--- src/rtl/router_pkg.sv ---
// Shared constants, FSM state type and header packing for the router packet generator.
package router_pkg;

    localparam int unsigned ADDR_W = 2;
    localparam int unsigned LEN_W  = 6;

    localparam logic [ADDR_W-1:0] ADDR_INVALID = 2'b11;

    typedef enum logic [2:0] {
        IDLE,
        HDR,
        PLD,
        PAR,
        GAP
    } tx_state_e;

    function automatic logic [7:0] pack_header(input logic [LEN_W-1:0]  len,
                                               input logic [ADDR_W-1:0] addr);
        return {len, addr};
    endfunction

endpackage

--- src/rtl/router_pkt_gen_if.sv ---
// Host-side and router-side signals of the packet generator, grouped with direction views.
interface router_pkt_gen_if;
    import router_pkg::*;

    logic [7:0]        pld_data;
    logic              pld_valid;
    logic              pld_ready;
    logic              tx_start;
    logic [ADDR_W-1:0] tx_addr;
    logic [LEN_W-1:0]  tx_len;
    logic              tx_idle;
    logic              cmd_err;
    logic              tx_done;
    logic              busy;
    logic [7:0]        data_in;
    logic              pkt_valid;

    modport master (
        input  pld_data, pld_valid, tx_start, tx_addr, tx_len, busy,
        output pld_ready, tx_idle, cmd_err, tx_done, data_in, pkt_valid
    );

    modport slave (
        output pld_data, pld_valid, tx_start, tx_addr, tx_len, busy,
        input  pld_ready, tx_idle, cmd_err, tx_done, data_in, pkt_valid
    );

endinterface

--- src/rtl/router_byte_fifo.sv ---
// Byte FIFO with show-ahead read data; push is ignored when full, pop when empty.
module router_byte_fifo #(
    parameter  int unsigned DEPTH = 64,
    localparam int unsigned AW    = $clog2(DEPTH),
    localparam int unsigned CW    = AW + 1
) (
    input  logic          clock,
    input  logic          resetn,
    input  logic          push_i,
    input  logic          pop_i,
    input  logic [7:0]    din_i,
    output logic [7:0]    dout_o,
    output logic [CW-1:0] count_o,
    output logic          full_o,
    output logic          empty_o
);

    logic [7:0]    mem_q [DEPTH];
    logic [AW-1:0] wr_ptr_q, rd_ptr_q;
    logic [CW-1:0] count_q;
    logic          do_push, do_pop;

    assign full_o  = (count_q == CW'(DEPTH));
    assign empty_o = (count_q == '0);
    assign do_push = push_i && !full_o;
    assign do_pop  = pop_i && !empty_o;
    assign dout_o  = mem_q[rd_ptr_q];
    assign count_o = count_q;

    always_ff @(posedge clock) begin
        if (do_push) mem_q[wr_ptr_q] <= din_i;
    end

    always_ff @(posedge clock or negedge resetn) begin
        if (!resetn) begin
            wr_ptr_q <= '0;
            rd_ptr_q <= '0;
            count_q  <= '0;
        end else begin
            if (do_push) wr_ptr_q <= wr_ptr_q + AW'(1);
            if (do_pop)  rd_ptr_q <= rd_ptr_q + AW'(1);
            unique case ({do_push, do_pop})
                2'b10:   count_q <= count_q + CW'(1);
                2'b01:   count_q <= count_q - CW'(1);
                default: count_q <= count_q;
            endcase
        end
    end

endmodule

--- src/rtl/router_pkt_gen.sv ---
// Buffers host payload and serialises one router packet (header, payload, parity) per command,
// stalling on router busy and inserting a fixed idle gap after each packet.
module router_pkt_gen
    import router_pkg::*;
#(
    parameter int unsigned DEPTH      = 64,
    parameter int unsigned GAP_CYCLES = 2
) (
    input  logic              clock,
    input  logic              resetn,
    router_pkt_gen_if.master  bus
);

    localparam int unsigned CW = $clog2(DEPTH) + 1;
    localparam int unsigned GW = (GAP_CYCLES > 1) ? $clog2(GAP_CYCLES) : 1;

    tx_state_e         state_q, state_d;
    logic [7:0]        data_q, data_d;
    logic              pkt_valid_q, pkt_valid_d;
    logic              tx_done_q, tx_done_d;
    logic              cmd_err_q, cmd_err_d;
    logic [7:0]        parity_q, parity_d;
    logic [LEN_W-1:0]  rem_q, rem_d;
    logic [GW-1:0]     gap_cnt_q, gap_cnt_d;

    logic [7:0]    fifo_dout;
    logic [CW-1:0] fifo_count;
    logic          fifo_full, fifo_empty;
    logic          pop_req;

    logic accept, last_byte, cmd_ok, gap_done;

    router_byte_fifo #(
        .DEPTH (DEPTH)
    ) u_fifo (
        .clock   (clock),
        .resetn  (resetn),
        .push_i  (bus.pld_valid),
        .pop_i   (pop_req && !fifo_empty),
        .din_i   (bus.pld_data),
        .dout_o  (fifo_dout),
        .count_o (fifo_count),
        .full_o  (fifo_full),
        .empty_o (fifo_empty)
    );

    assign bus.pld_ready = !fifo_full;
    assign bus.tx_idle   = (state_q == IDLE);
    assign bus.data_in   = data_q;
    assign bus.pkt_valid = pkt_valid_q;
    assign bus.tx_done   = tx_done_q;
    assign bus.cmd_err   = cmd_err_q;

    assign accept    = (state_q inside {HDR, PLD, PAR}) && !bus.busy;
    assign last_byte = (rem_q == LEN_W'(1));
    assign gap_done  = (gap_cnt_q == GW'(GAP_CYCLES - 1));
    assign cmd_ok    = (bus.tx_addr != ADDR_INVALID) && (bus.tx_len != '0) &&
                       (fifo_count >= CW'(bus.tx_len));

    always_ff @(posedge clock or negedge resetn) begin
        if (!resetn) state_q <= IDLE;
        else         state_q <= state_d;
    end

    always_comb begin
        state_d = state_q;
        unique case (state_q)
            IDLE: if (bus.tx_start && cmd_ok) state_d = HDR;
            HDR:  if (accept) state_d = PLD;
            PLD:  if (accept && last_byte) state_d = PAR;
            PAR:  if (accept) state_d = (GAP_CYCLES == 0) ? IDLE : GAP;
            GAP:  if (gap_done) state_d = IDLE;
            default: state_d = IDLE;
        endcase
    end

    // The byte after the one being accepted is popped in the same cycle, so data_in never bubbles.
    always_comb begin
        data_d      = data_q;
        pkt_valid_d = pkt_valid_q;
        parity_d    = parity_q;
        rem_d       = rem_q;
        gap_cnt_d   = gap_cnt_q;
        tx_done_d   = 1'b0;
        cmd_err_d   = 1'b0;
        pop_req     = 1'b0;
        unique case (state_q)
            IDLE: begin
                gap_cnt_d = '0;
                if (bus.tx_start) begin
                    if (cmd_ok) begin
                        data_d      = pack_header(bus.tx_len, bus.tx_addr);
                        parity_d    = pack_header(bus.tx_len, bus.tx_addr);
                        pkt_valid_d = 1'b1;
                        rem_d       = bus.tx_len;
                    end else begin
                        cmd_err_d = 1'b1;
                    end
                end
            end
            HDR: begin
                if (accept) begin
                    pop_req = 1'b1;
                    data_d  = fifo_dout;
                end
            end
            PLD: begin
                if (accept) begin
                    parity_d = parity_q ^ data_q;
                    rem_d    = rem_q - LEN_W'(1);
                    if (last_byte) begin
                        data_d      = parity_q ^ data_q;
                        pkt_valid_d = 1'b0;
                    end else begin
                        pop_req = 1'b1;
                        data_d  = fifo_dout;
                    end
                end
            end
            PAR: begin
                if (accept) begin
                    tx_done_d = 1'b1;
                    data_d    = '0;
                    gap_cnt_d = '0;
                end
            end
            GAP: gap_cnt_d = gap_cnt_q + GW'(1);
            default: ;
        endcase
    end

    always_ff @(posedge clock or negedge resetn) begin
        if (!resetn) begin
            data_q      <= '0;
            pkt_valid_q <= 1'b0;
            parity_q    <= '0;
            rem_q       <= '0;
            gap_cnt_q   <= '0;
            tx_done_q   <= 1'b0;
            cmd_err_q   <= 1'b0;
        end else begin
            data_q      <= data_d;
            pkt_valid_q <= pkt_valid_d;
            parity_q    <= parity_d;
            rem_q       <= rem_d;
            gap_cnt_q   <= gap_cnt_d;
            tx_done_q   <= tx_done_d;
            cmd_err_q   <= cmd_err_d;
        end
    end

endmodule

--- src/flat_wrapper.sv ---
// flat-port wrapper written by rule: the top's interface ports become plain ports
module router_pkt_gen_flat import router_pkg::*;
#(
    parameter int unsigned DEPTH      = 64,
    parameter int unsigned GAP_CYCLES = 2
)
  (clock, resetn, bus_pld_data, bus_pld_valid, bus_tx_start, bus_tx_addr, bus_tx_len, bus_busy, bus_pld_ready, bus_tx_idle, bus_cmd_err, bus_tx_done, bus_data_in, bus_pkt_valid);
  router_pkt_gen_if bus_i ();
  input  logic clock;
  input  logic resetn;
  input wire logic [$bits(bus_i.pld_data)-1:0] bus_pld_data;
  input wire logic [$bits(bus_i.pld_valid)-1:0] bus_pld_valid;
  input wire logic [$bits(bus_i.tx_start)-1:0] bus_tx_start;
  input wire logic [$bits(bus_i.tx_addr)-1:0] bus_tx_addr;
  input wire logic [$bits(bus_i.tx_len)-1:0] bus_tx_len;
  input wire logic [$bits(bus_i.busy)-1:0] bus_busy;
  output wire logic [$bits(bus_i.pld_ready)-1:0] bus_pld_ready;
  output wire logic [$bits(bus_i.tx_idle)-1:0] bus_tx_idle;
  output wire logic [$bits(bus_i.cmd_err)-1:0] bus_cmd_err;
  output wire logic [$bits(bus_i.tx_done)-1:0] bus_tx_done;
  output wire logic [$bits(bus_i.data_in)-1:0] bus_data_in;
  output wire logic [$bits(bus_i.pkt_valid)-1:0] bus_pkt_valid;
  assign bus_i.pld_data = bus_pld_data;
  assign bus_i.pld_valid = bus_pld_valid;
  assign bus_i.tx_start = bus_tx_start;
  assign bus_i.tx_addr = bus_tx_addr;
  assign bus_i.tx_len = bus_tx_len;
  assign bus_i.busy = bus_busy;
  assign bus_pld_ready = bus_i.pld_ready;
  assign bus_tx_idle = bus_i.tx_idle;
  assign bus_cmd_err = bus_i.cmd_err;
  assign bus_tx_done = bus_i.tx_done;
  assign bus_data_in = bus_i.data_in;
  assign bus_pkt_valid = bus_i.pkt_valid;
  router_pkt_gen #(.DEPTH(DEPTH), .GAP_CYCLES(GAP_CYCLES)) u_core (.clock(clock), .resetn(resetn), .bus(bus_i));
endmodule
--- config.mk ---
export PLATFORM = sky130hd
export DESIGN_NAME = router_pkt_gen_flat
export DESIGN_NICKNAME = d
export VERILOG_FILES = /design/src/rtl/router_pkg.sv /design/src/rtl/router_pkt_gen_if.sv /design/src/rtl/router_byte_fifo.sv /design/src/rtl/router_pkt_gen.sv /design/src/flat_wrapper.sv
export SDC_FILE = /design/constraint.sdc
export NUM_CORES = 1
export LEC_CHECK = 0
export CORE_ASPECT_RATIO = 2
export CORE_MARGIN = 4
export CORE_UTILIZATION = 62
export DETAILED_ROUTE_END_ITERATION = 10
export GPL_TIMING_DRIVEN = 0
export PLACE_DENSITY = 0.79
export SYNTH_ARGS = -nofsm -noshare
export SYNTH_HDL_FRONTEND = slang
export SYNTH_SLANG_ARGS = --single-unit
--- constraint.sdc ---
create_clock -name clock -period 4.4 [get_ports clock]
set_input_delay 0.44 -clock clock [delete_from_list [all_inputs] [get_ports clock]]
set_output_delay 0.44 -clock clock [all_outputs]
set_load 0.01 [all_outputs]
# [After elaboration in Yosys (flattened, before gate mapping)]
# Memories as Yosys holds them, arrays and structs flattened.
# Cells that the tools add are included.
[word_totals] register_bits=48 ram_bits=512 input_bits=21 output_inout_bits=13 memories=1
[op_classes] addsub=6 order_cmp=1 n_eq_ne=18 mux=37 bitwise_logic=1 n_reduce_logical=24
[memory_table] name="u_core.u_fifo.mem_q" depth=64 width=8 read_ports=1 rd_clocked_by_memory_dff=0 write_ports=1 line_no="router_byte_fifo.sv:18" text="logic [7:0] mem_q [DEPTH];"
[ops] operator="2-to-1 mux 8 bit" n=7
[ops] operator="one-hot mux 8 bit (4 select lines)" n=1
[ops] operator="2-to-1 mux 6 bit" n=3
[ops] operator="one-hot mux 8 bit (2 select lines)" n=1
[ops] operator="2-to-1 mux 3 bit" n=5
[ops] operator="one-hot mux 3 bit (5 select lines)" n=1
[ops] operator="2-to-1 mux 1 bit" n=14
[ops] operator="inequality test 2 x 1 -> 1 bit (second input constant)" n=7
[ops] operator="one-hot mux 7 bit (2 select lines)" n=1
[ops] operator="adder 6 x 1 -> 6 bit (second input constant)" n=2
[ops] operator="one-hot mux 6 bit (2 select lines)" n=1
[ops] operator="AND reduction 5 bit" n=2
[ops] operator="logical AND 1 bit" n=8
[ops] operator="bitwise XOR 8 bit" n=1
[ops] operator="adder 7 x 1 -> 7 bit (second input constant)" n=1
[ops] operator="equality test 7 bit (second input constant)" n=1
[ops] operator="greater-or-equal comparator 7 x 6 -> 1 bit" n=1
[ops] operator="zero test 7 bit" n=1
[ops] operator="subtractor 7 x 1 -> 7 bit (second input constant)" n=1
[ops] operator="equality test 3 x 2 -> 1 bit (second input constant)" n=2
[ops] operator="equality test 6 x 1 -> 1 bit (second input constant)" n=1
[ops] operator="inequality test 2 bit (second input constant)" n=3
[ops] operator="AND reduction 6 bit" n=1
[ops] operator="nonzero test 3 bit" n=2
[ops] operator="other kinds (15)" n=19

# [Logic depth before layout (Yosys ltp)]
# Gate-level depths: netlist of run 1.
[depth] word_depth=9 depth_mapped=15 depth_no_buf=15

# [By module]
# From an unflattened synthesis of run 1, not the netlist that was laid out.
[unflattened] hier_cells=1266 hier_area_um2=23092.1
[modules_own_cells] mod="router_byte_fifo" n_inst=1 cells_per_inst=1061 area_per_inst_um2=21061.4 seq_area_each_um2=15850.2
[modules_own_cells] mod="router_pkt_gen" n_inst=1 cells_per_inst=205 area_per_inst_um2=2030.7 seq_area_each_um2=725.7

# [Worst setup path before layout of run 1]
# OpenSTA, ideal clock, no wires.
[synth_timing] path_type="reg-to-reg" start="reg u_core.rem_q[0]" end="reg u_core.u_fifo.count_q[6], in the netlist u_core.u_fifo.count_o[6]" t_arrival_ps=3259 setup_slack_ps=1018 path_stages_with_launch=15 period_less_slack_ps=3382 path_cell_list="dfrtp_1 ha_1 a311o_1 a21oi_1 nor3b_2 ha_1 inv_1 fa_1 nor2b_1 o21ai_0 a21oi_1 o21ai_0 nand3_1 or3b_2 xnor2_1"
[synth_between] elab_chain_len=8 elab_cells_between_ends=10
[synth_lines] element="from (decl)" line_no="router_pkt_gen.sv:23" text="logic [LEN_W-1:0] rem_q, rem_d;"
[synth_lines] element="from (signal assigned)" line_no="router_pkt_gen.sv:145" text="rem_q <= rem_d;"
[synth_lines] element="equality test 6 x 1 -> 1 bit (*)" line_no="router_pkt_gen.sv:55" text="assign last_byte = (rem_q == LEN_W'(1));"
[synth_lines] element="2-to-1 mux 1 bit (*)" line_no="router_pkt_gen.sv:111" text="if (last_byte) begin"
[synth_lines] element="2-to-1 mux 1 bit (*)" line_no="router_pkt_gen.sv:108" text="if (accept) begin"
[synth_lines] element="one-hot mux 1 bit (2 select lines) (*)" line_no="router_pkt_gen.sv:87" text="unique case (state_q)"
[synth_lines] element="logical AND 1 bit (*)" line_no="router_pkt_gen.sv:39" text=".pop_i (pop_req && !fifo_empty),"
[synth_lines] element="logical AND 1 bit (*)" line_no="router_byte_fifo.sv:26" text="assign do_pop = pop_i && !empty_o;"
[synth_lines] element="net u_core.u_fifo.do_pop" line_no="router_byte_fifo.sv:21" text="logic do_push, do_pop;"
[synth_lines] element="equality test 2 x 1 -> 1 bit or equality test 2 bit (tied branches)" line_no="router_byte_fifo.sv:42" text="unique case ({do_push, do_pop})"
[synth_lines] element="one-hot mux 7 bit (2 select lines) or nonzero test 2 bit (tied branches)"
[synth_lines] element="to (signal assigned)" line_no="router_byte_fifo.sv:43" text="2'b10: count_q <= count_q + CW'(1);"
[synth_lines] element="to (signal assigned)" line_no="router_byte_fifo.sv:44" text="2'b01: count_q <= count_q - CW'(1);"
[synth_lines] element="to (signal assigned)" line_no="router_byte_fifo.sv:45" text="default: count_q <= count_q;"
[synth_lines] element="to (decl)" line_no="router_byte_fifo.sv:20" text="logic [CW-1:0] count_q;"
# Mark *: on every way through the listed nets, which the timed path passes. The rest lies on a longest branch.
# A chain may end at the register's enable or synchronous reset.

# [Worst setup path after layout of run 1]
# Ends and elaborated chain as after synthesis.

==> impl_metrics.yaml, run 1 <==
outcome:
  status: "completed"
synthesis:
  yosys_warnings: 0
  synth_mux_area_share_pct: 12.58
  synthTopCellsByArea: "edfxtp_1, mux4_2, dfrtp_1, mux2i_1, nor2_1"
  synthAdderAreaFrac_pct: 0.9608
  synth_area_um2: 22920
  yosys.area_share.simple_pct: 4.870
  synth_compound_gate_area_share_pct: 6.180
  async_flop_share_pct: 8.571
  synth_xor_area_share_pct: 0.8789
  synthTopCellsByCount: "edfxtp_1, nor2_1, mux2i_1"
  synth_top_area_cell: "edfxtp_1"
  synth_top_family_by_area: "multiplexers"
  synth_nets: 1351
  netlist_instances: 1313
  yosys.area.top_type_share_pct: 67.08
  synth.most_common_cell: "edfxtp_1"
  synthDistinctLibCells: 71
  synth_ff_type: "edfxtp_1"
  yosysSeqAreaShare_pct: 72.32
  synth_seq_cells: 560
  synth_edf_count: 512
  synth_area_per_cell_um2: 17.46
setup_path:
  end_kind: "register"
  path_max_fanout: 6
  rr_worst_depth: 14
  crit_type: "reg2reg"
  worstPathArrival_ps: 4500
  r2r-end: "u_core.u_fifo.count_o[6]"
  r2r_start: "u_core.rem_q[0]"
  worst_setup_path_start_kind: "register"
  r2r_slack_ps: 350
  cp.required_ps: 4850
die:
  core_area_um2: 36540
  die_width_um: 144.0
  rows: 99
  start_util_pct: 62.72
  dieHeight_um: 279.9
  io_pins: 34
  dieArea_um2: 40290
power_and_ir_drop:
  peakVddDrop_mv: 0.3889
  power_density_nw_per_um2: 646.9
  leakage_uw: 0.008497
layout:
  area_growth_syn_to_layout_pct: 11.31
  final_area_um2: 25510
  final_cells: 1895
  finalNetCount: 1442
  postLayoutCoreUtil_pct: 69.82
  diodes: 0
  num-fill-cells: 2250
  drive_gt1_share_pct: 17.70
  seqCellArea_um2: 16580
  multiInputGateArea_um2: 5844
global_routing:
  grt_pass1_wl_um: 86980
  antenna_found_initial: 0
  grt.total_usage_pct: 30.49
  grt_max_degree: 61
  grt_pass1_vias: 13420
  overflow: 0
clocking:
  cts_tree: "built"
  clk-insertion-delay-late_ps: 570
  clockBufferDepth: 3
  cts_root_buffer: "clkbuf_16"
  htree_levels: 2
  cts.sinks: 560
  path_clk_slew_ps: 70
  cts-buffers-inserted: 45
place:
  gp_congestion: 0.9488
  dp_cells: 1809
  dpl.hpwl_um: 41370
  port_buffers: 33
  place_area_um2: 23950
sta:
  max-slew-margin-rel_pct: 30.98
  min_period_ps: 4050
  final.setup.tns_ps: 0
  clock_skew_ps: 21.34
  rsz0062_at_grt: "false"
  tightest_slew_ps: 1026
  max_freq_ghz: 0.2469
  period_share_pct: 92.04
  timing.hold.ws_ps: 141.0
  drv_slew: 0
  hold_viol_final: 0
  finalSetupViolCount: 0
route:
  drt_first_pass_iters: 6
  drt_iter0_markers: 1343
  viasPerCell: 6.744
  drc: 0
  finalWirelength_um: 60040
  antenna_left: 0
  wire_per_inst_um: 31.68
  dr_total_vias: 12780
min_path:
  min-delay-start: "bus_pld_data[1]"
  hold_path_depth: 1
  worstHoldEndpoint: "u_core.u_fifo.mem_q[30][1]"
  hp-class: "in2reg"
job:
  max_cap_violations: 0
==> final cells by class <==
cell class | count | area share, %
Buffer | 74 | 1.717
Clock buffer | 54 | 4.831
Clock inverter | 30 | 1.187
Inverter | 18 | 0.2648
Multi-Input combinational cell | 661 | 22.91
Sequential cell | 560 | 64.97
Tap cell | 454 | 2.227
Timing Repair Buffer | 44 | 1.893
==> sequential cells by signal, indices dropped and copies added, names as in the netlist <==
name,flops
u_core.rem_q,6
u_core.bus.tx_done,1
u_core.parity_q,8
u_core.bus.pkt_valid,1
u_core.bus.cmd_err,1
u_core.state_q,3
u_core.u_fifo.count_o,7
u_core.bus.data_in,8
u_core.u_fifo.wr_ptr_q,6
u_core.gap_cnt_q,1
u_core.u_fifo.rd_ptr_q,6
u_core.u_fifo.mem_q,512
==> timing repair <==
action                                 4_1_cts  5_1_grt
endpoints found under the hold margin       11        0
setup endpoints to repair                    1        1
cloned                                       0        0
resized for setup                            1        0
buffers inserted                             0        1
hold buffers                                 1        0
pin swaps                                    0        0
==> metrics by stage <==
step	total power, uW	setup slack (ps)
final	16500	350.3
after global routing	16970	101.3
after CTS	16400	143.0
after detailed placement	12260	39.87
after global placement	12110	104.1
after floorplan	10170	1018
==> power by group <==
| part | total (uW) | switching (uW) | internal (uW) |
|---|---|---|---|
| registers | 6440 | 254 | 6180 |
| logic | 5880 | 3650 | 2230 |
| clock network | 4190 | 1870 | 2310 |
| total | 16500 | 5780 | 10700 |
==> routing by layer <==
metal / part of all wire (%) / vias to the layer above / track usage, %
met5: 0 / - / 0
li1: - / 5386 / -
met2: 53 / 745 / 53.16
met3: 6.8 / 257 / 4.373
met1: 30 / 6392 / 32.51
met4: 9.9 / 0 / 23.56
==> critical path: stages (launching register included) <==
cell and delay, ps:
dfrtp_1 410, ha_1 330, a311o_1 310, a21oi_1 380, nor3b_4 300, ha_1 330, inv_1 120, fa_1 440
nor2b_1 130, o21ai_0 100, a21oi_1 210, o21ai_0 160, nand3_1 110, or3b_2 460, xnor2_1 140
==> kinds of logic after synthesis <==
kind of cell | Yosys count
adder cells (fa/ha/maj) | 17
AND/OR/NAND/NOR | 237
multiplexers | 179
AO/OA/AOI/OAI | 205
XOR/XNOR | 23
flip-flops | 560
buffers and inverters | 92
==> how the worst max path moves through the flow <==
stage | start | to | slack, ps | depth (start not counted)
final | u_core.rem_q[0] | u_core.u_fifo.count_o[6] | 350 | 14
after CTS | u_core.rem_q[0] | u_core.u_fifo.count_o[6] | 140 | 14
after global routing | u_core.rem_q[1] | u_core.u_fifo.count_o[6] | 100 | 15
after detailed placement | u_core.rem_q[0] | u_core.u_fifo.count_o[6] | 40 | 14
after global placement | u_core.rem_q[0] | u_core.u_fifo.count_o[6] | 100 | 14
after floorplan | u_core.rem_q[0] | u_core.u_fifo.count_o[6] | 1020 | 14
==> cells in the final DEF (no fill, tap or decap), types with 15 or more instances in the layout <==
cell type          n
a211oi_1          24
a21oi_1           31
buf_2             36
clkbuf_1          27
clkbuf_16         47
clkdlybuf4s50_1   24
dfrtp_1           48
edfxtp_1         512
ha_1              16
inv_1             18
mux2_2            15
mux2i_1           80
mux4_2            78
nand2_1           35
nand3_1           20
nor2_1           119
nor2b_1           17
o21ai_0           43
o221ai_1          16
o22ai_1           25
xnor2_1           17
Note: power is estimated with default switching activity, not from simulation.
==> run 2, diff against run 1 <==
- CORE_UTILIZATION: 62 -> 65
- CTS_BUF_LIST: unset -> sky130_fd_sc_hd__clkbuf_4 sky130_fd_sc_hd__clkbuf_8
- PLACE_DENSITY: 0.79 -> 0.82
==> run 2 against run 1 <==
Against the previous run: non-clock buffer count is the same; clock power is 4.8% lower; sequential power about the same; cell area decreased by 0.14%; critical path depth did not move; die area shrank 4.4%; critical endpoint unchanged; largest cell class unchanged.
==> impl_metrics.yaml, run 2 (synthesis results as in run 1) <==
outcome:
  status: "completed"
route:
  wire_per_inst_um: 31.05
  viasPerCell: 6.789
  antenna_left: 0
  finalWirelength_um: 60110
  drt_iter0_markers: 1758
  dr_total_vias: 13140
  drt_first_pass_iters: 6
  drc: 0
layout:
  top_register: "u_core.u_fifo.mem_q"
  layout_common_cells: "edfxtp_1, nor2_1, clkbuf_8"
  finalNetCount: 1472
  area_growth_syn_to_layout_pct: 11.16
  largest_register_ffs: 512
  drive_gt1_share_pct: 19.80
  num-fill-cells: 2060
  mostFrequentLayoutCell: "edfxtp_1"
clocking:
  path_clk_slew_ps: 70
  clk-insertion-delay-late_ps: 650
  cts_tree: "built"
  cts-buffers-inserted: 75
  clockBufferDepth: 3
  cts.sinks: 560
  htree_levels: 3
  cts_root_buffer: "clkbuf_8"
power_and_ir_drop:
  pwr-share-seq_pct: 39.5
  power_frac_clock_pct: 24.5
  cell_internal_pwr_uw: 10520
  leakage_uw: 0.008558
  power_density_nw_per_um2: 639.5
  peakVddDrop_mv: 0.4395
  combPwrFrac_pct: 36.0
  switching_share_pct: 35.41
  p_switching_uw: 5770
place:
  dpl.hpwl_um: 40780
  gp_congestion: 0.9655
  port_buffers: 33
sta:
  tightest_slew_ps: 980.8
  finalSetupViolCount: 0
  max_freq_ghz: 0.2517
  clock_skew_ps: 36.80
  final.setup.tns_ps: 0
  drv_slew: 0
  timing.hold.ws_ps: 113.1
  period_share_pct: 90.31
  rsz0062_at_grt: "false"
  max-slew-margin-rel_pct: 34.61
  min_period_ps: 3973
  hold_viol_final: 0
die:
  dieHeight_um: 273.6
  die_width_um: 140.8
  io_pins: 34
  core_area_um2: 34950
  start_util_pct: 65.57
  rows: 97
  dieArea_um2: 38510
setup_path:
  end_kind: "register"
  crit_start: "u_core.rem_q[0]"
  worstPathArrival_ps: 4490
  r2r_start: "u_core.rem_q[0]"
  path_max_fanout: 6
  crit_type: "reg2reg"
  worst_setup_path_start_kind: "register"
  cp.required_ps: 4920
  r2r_slack_ps: 430
  rr_worst_depth: 14
min_path:
  hp-class: "in2reg"
  min-delay-start: "bus_pld_data[0]"
  hold_path_depth: 1
global_routing:
  grt_pass1_wl_um: 87980
  grt_max_degree: 59
  grt.total_usage_pct: 32.05
  grt_pass1_vias: 13800
  antenna_found_initial: 1
  overflow: 0
job:
  max_cap_violations: 0
[run 2: changes by cell type in the layout (fill, tap and decap cells not counted)]
cell / before / now
clkinvlp_2: 1 / 0
clkbuf_4: 0 / 21
bufinv_16: 5 / 4
inv_6: 2 / 0
clkinv_4: 2 / 0
diode_2: 0 / 1
clkbuf_16: 47 / 0
clkbuf_8: 3 / 81
clkinvlp_4: 7 / 1
clkinv_1: 4 / 17
clkbuf_1: 27 / 23
[run 2: power by group through the flow]
stage / logic [uW] / clock network [uW] / registers, uW
6_report: 5860 / 3990 / 6440
5_1_grt: 6120 / 4260 / 6470
3_5_place_dp: 5710 / 0 / 6540
2_1_floorplan: 3680 / 0 / 6490
4_1_cts: 5740 / 3990 / 6430
3_3_place_gp: 5570 / 0 / 6530
[run 2: worst max-delay path: stages (launching register included)]
cell and delay, ps:
dfrtp_1 420, ha_1 300, a311o_1 290, a21oi_1 300
nor3b_4 330, ha_1 340, inv_1 130, fa_1 430
nor2b_1 130, o21ai_0 100, a21oi_1 210, o21ai_0 150
nand3_1 120, or3b_2 460, xnor2_1 130
[run 2: final cells by class]
type,count,area (um^2),share of cell area [%]
flip-flops and latches,560,16580,65.06
diodes,1,2.502,0.009822
clock buffers,102,1272,4.995
clock inverters,31,236.5,0.9282
plain buffers,74,437.9,1.719
repair buffers,44,483.0,1.896
well taps,445,556.8,2.185
multi-input cells,661,5844,22.94
inverters,18,67.56,0.2652
[run 2: final timing paths]
check,to
setup / recovery,u_core.u_fifo.count_o[6]
max in group asynchronous,u_core.u_fifo.rd_ptr_q[3]
min in group asynchronous,u_core.u_fifo.wr_ptr_q[1]
hold / removal,u_core.u_fifo.mem_q[15][0]
hold reg to reg,u_core.u_fifo.rd_ptr_q[5]
setup reg to reg,u_core.u_fifo.count_o[6]
[run 2: timing repair]
action                                  in CTS  in global routing
hold buffers                                 1                  0
endpoints found under the setup margin       0                  1
resized for setup                            0                  1
buffers inserted                             0                  1
endpoints found under the hold margin       31                  0
[run 2: metrics by stage]
step	power, uW	cells	utilization [%]	cell area (um^2)	worst slack (ps)
floorplan	10170	1313	-	22920	1018
global placement	12100	1791	68.11	23810	160.2
detailed placement	12250	1800	68.50	23940	91.49
CTS	16170	1934	72.84	25460	29.81
global route	16850	1936	72.89	25480	280.7
finish	16290	1936	72.89	25480	426.5
[run 2: per-layer routing]
layer,global-route usage (%),share of wire [%],vias up
met3,6.346,7.6,252
met2,55.35,53,800
met4,22.92,8.3,0
met1,34.93,32,6615
met5,0,0,-
li1,-,-,5477
==> run 3, diff against run 2 <==
- CORE_MARGIN: 4 -> 8
- CTS_BUF_LIST: sky130_fd_sc_hd__clkbuf_4 sky130_fd_sc_hd__clkbuf_8 -> sky130_fd_sc_hd__clkbuf_2
==> run 3 against run 2 <==
Against the previous run: die area grew 8.8%; sequential power about the same; worst hold slack worse by 20 ps; first-iteration DRC count is 20% lower; core utilization fell by 1.1 points; fmax shrank 0.57%; via count rose by 2.5%; critical path type unchanged; critical endpoint unchanged.
==> impl_metrics.yaml, run 3 (synthesis results as in run 1) <==
route:
  antenna_left: 0
  drt_iter0_markers: 1408
  viasPerCell: 6.717
  dr_total_vias: 13470
  wire_per_inst_um: 30.11
  drt_first_pass_iters: 7
  drc: 0
  finalWirelength_um: 60410
layout:
  top_register: "u_core.u_fifo.mem_q"
  num-fill-cells: 2153
  layout_common_cells: "edfxtp_1, clkbuf_2, nor2_1"
  drive_gt1_share_pct: 22.37
  largest_register_ffs: 512
  area_growth_syn_to_layout_pct: 9.515
  finalNetCount: 1518
  mostFrequentLayoutCell: "edfxtp_1"
sta:
  finalSetupViolCount: 0
  max-slew-margin-rel_pct: 30.66
  clock_skew_ps: 64.51
  hold_viol_final: 0
  timing.hold.ws_ps: 93.22
  period_share_pct: 90.82
  min_period_ps: 3996
  tightest_slew_ps: 1036
  max_freq_ghz: 0.2502
  final.setup.tns_ps: 0
  rsz0062_at_grt: "false"
  drv_slew: 0
min_path:
  hp-class: "in2reg"
power_and_ir_drop:
  peakVddDrop_mv: 0.4358
  p_switching_uw: 5839
  leakage_uw: 0.008564
  switching_share_pct: 38.04
  power_frac_clock_pct: 19.4
  combPwrFrac_pct: 38.6
  pwr-share-seq_pct: 41.9
  cell_internal_pwr_uw: 9511
  power_density_nw_per_um2: 611.6
global_routing:
  grt_max_degree: 61
  grt_pass1_vias: 14110
  antenna_found_initial: 2
  grt.total_usage_pct: 29.33
  grt_pass1_wl_um: 86970
  overflow: 0
place:
  gp_congestion: 0.9599
  dpl.hpwl_um: 41830
  port_buffers: 33
setup_path:
  end_kind: "register"
  worst_setup_path_start_kind: "register"
  path_buf_inv: 1
  crit_start: "u_core.rem_q[0]"
  slowest_stage: "or3b_2"
  path_max_fanout: 6
  crit_type: "reg2reg"
  worstPathArrival_ps: 4950
  rr_worst_depth: 14
  cp.required_ps: 5350
  endpoint: "u_core.u_fifo.count_o[6]"
  r2r-end: "u_core.u_fifo.count_o[6]"
  worstPathCellList: "ha_1 > a311o_1 > a21oi_1 > nor3b_4 > ha_1 > inv_1 > fa_1 > nor2b_1 > o21ai_0 > a21oi_1 > o21ai_0 > nand3_1 > or3b_2 > xnor2_1"
  cpPeakStageDelay_ps: 460
  cp.depth: 14
  cp_top_family: "adder cells"
  r2r_start: "u_core.rem_q[0]"
  r2r_slack_ps: 400
clocking:
  cts_tree: "built"
  htree_levels: 3
  clk-insertion-delay-late_ps: 1070
  cts_root_buffer: "clkbuf_2"
  cts.sinks: 560
  path_clk_slew_ps: 120
  cts-buffers-inserted: 109
  clockBufferDepth: 3
die:
  die_width_um: 148.8
  io_pins: 34
  start_util_pct: 65.57
  dieArea_um2: 41890
  rows: 97
  dieHeight_um: 281.6
  core_area_um2: 34950
job:
  max_cap_violations: 0
outcome:
  status: "completed"
-- run 3: cell count changes in the layout (fill, tap and decap cells not counted), sizes merged --
| cell | delta |
|---|---|
| clkinv | +12 |
| dlygate4sd3 | +12 |
| clkinvlp | +2 |
| bufinv | -1 |
| clkbuf | +45 |
-- run 3: worst min path at each step --
stage / depth (start not counted) / slack [ps] / end / start
after floorplan: 0 / 140 / u_core.bus.cmd_err / resetn
after global placement: 1 / 480 / u_core.u_fifo.wr_ptr_q[2] / u_core.u_fifo.wr_ptr_q[2]
after detailed placement: 1 / 380 / u_core.u_fifo.count_o[1] / resetn
after CTS: 3 / 20 / u_core.parity_q[0] / bus_tx_addr[0]
after global routing: 3 / 70 / u_core.parity_q[0] / bus_tx_addr[0]
final: 3 / 90 / u_core.bus.data_in[1] / bus_tx_addr[1]
-- run 3: metal layers --
metal,vias to the layer above,wire (um),GRT usage (%)
li1,5634,-,-
met1,6602,17710,27.94
met2,934,31620,51.21
met3,302,5257,6.588
met4,2,5810,27.19
met5,-,13,0
-- run 3: stage by stage --
stage | setup slack (ps) | instances | power, uW | utilization [%] | cell area (um^2)
4_1_cts | 100.6 | 2004 | 15190 | 71.76 | 25080
2_1_floorplan | 1018 | 1313 | 10170 | - | 22920
6_report | 403.9 | 2006 | 15350 | 71.81 | 25100
3_3_place_gp | 104.9 | 1791 | 12100 | 68.11 | 23810
3_5_place_dp | 118.5 | 1800 | 12280 | 68.50 | 23940
5_1_grt | 241.0 | 2006 | 15840 | 71.81 | 25100
-- run 3: final cells by class --
cell class / instances / area [um^2] / area share (%)
Sequential cell: 560 / 16580 / 66.04
Multi-Input combinational cell: 661 / 5844 / 23.28
Clock buffer: 147 / 735.7 / 2.931
Timing Repair Buffer: 56 / 603.1 / 2.403
Tap cell: 445 / 556.8 / 2.218
Buffer: 74 / 437.9 / 1.745
Clock inverter: 44 / 276.5 / 1.102
Inverter: 18 / 67.56 / 0.2692
Antenna cell: 1 / 2.502 / 0.009970
-- run 3: power groups by stage --
stage	Sequential (uW)	Combinational, uW	Clock [uW]
after floorplan	6490	3680	0
after global placement	6530	5570	0
after detailed placement	6550	5740	0
after CTS	6420	5770	3000
after global routing	6460	6130	3250
final	6440	5930	2980
-- run 3: worst register-to-register path: cells and delay by family, from the launching register on --
kind	cells	cell delay, ps
AND/OR/NAND/NOR	4	1050
flip-flops	1	430
XOR/XNOR	1	140
adder cells (fa/ha/maj)	3	1080
buffers and inverters	1	120
AO/OA/AOI/OAI	5	1070
-- run 3: what timing repair did --
action	in CTS	in global routing
buffers inserted	0	1
resized for setup	0	1
setup endpoints to repair	0	1
hold buffers	13	0
hold endpoints to repair	356	0
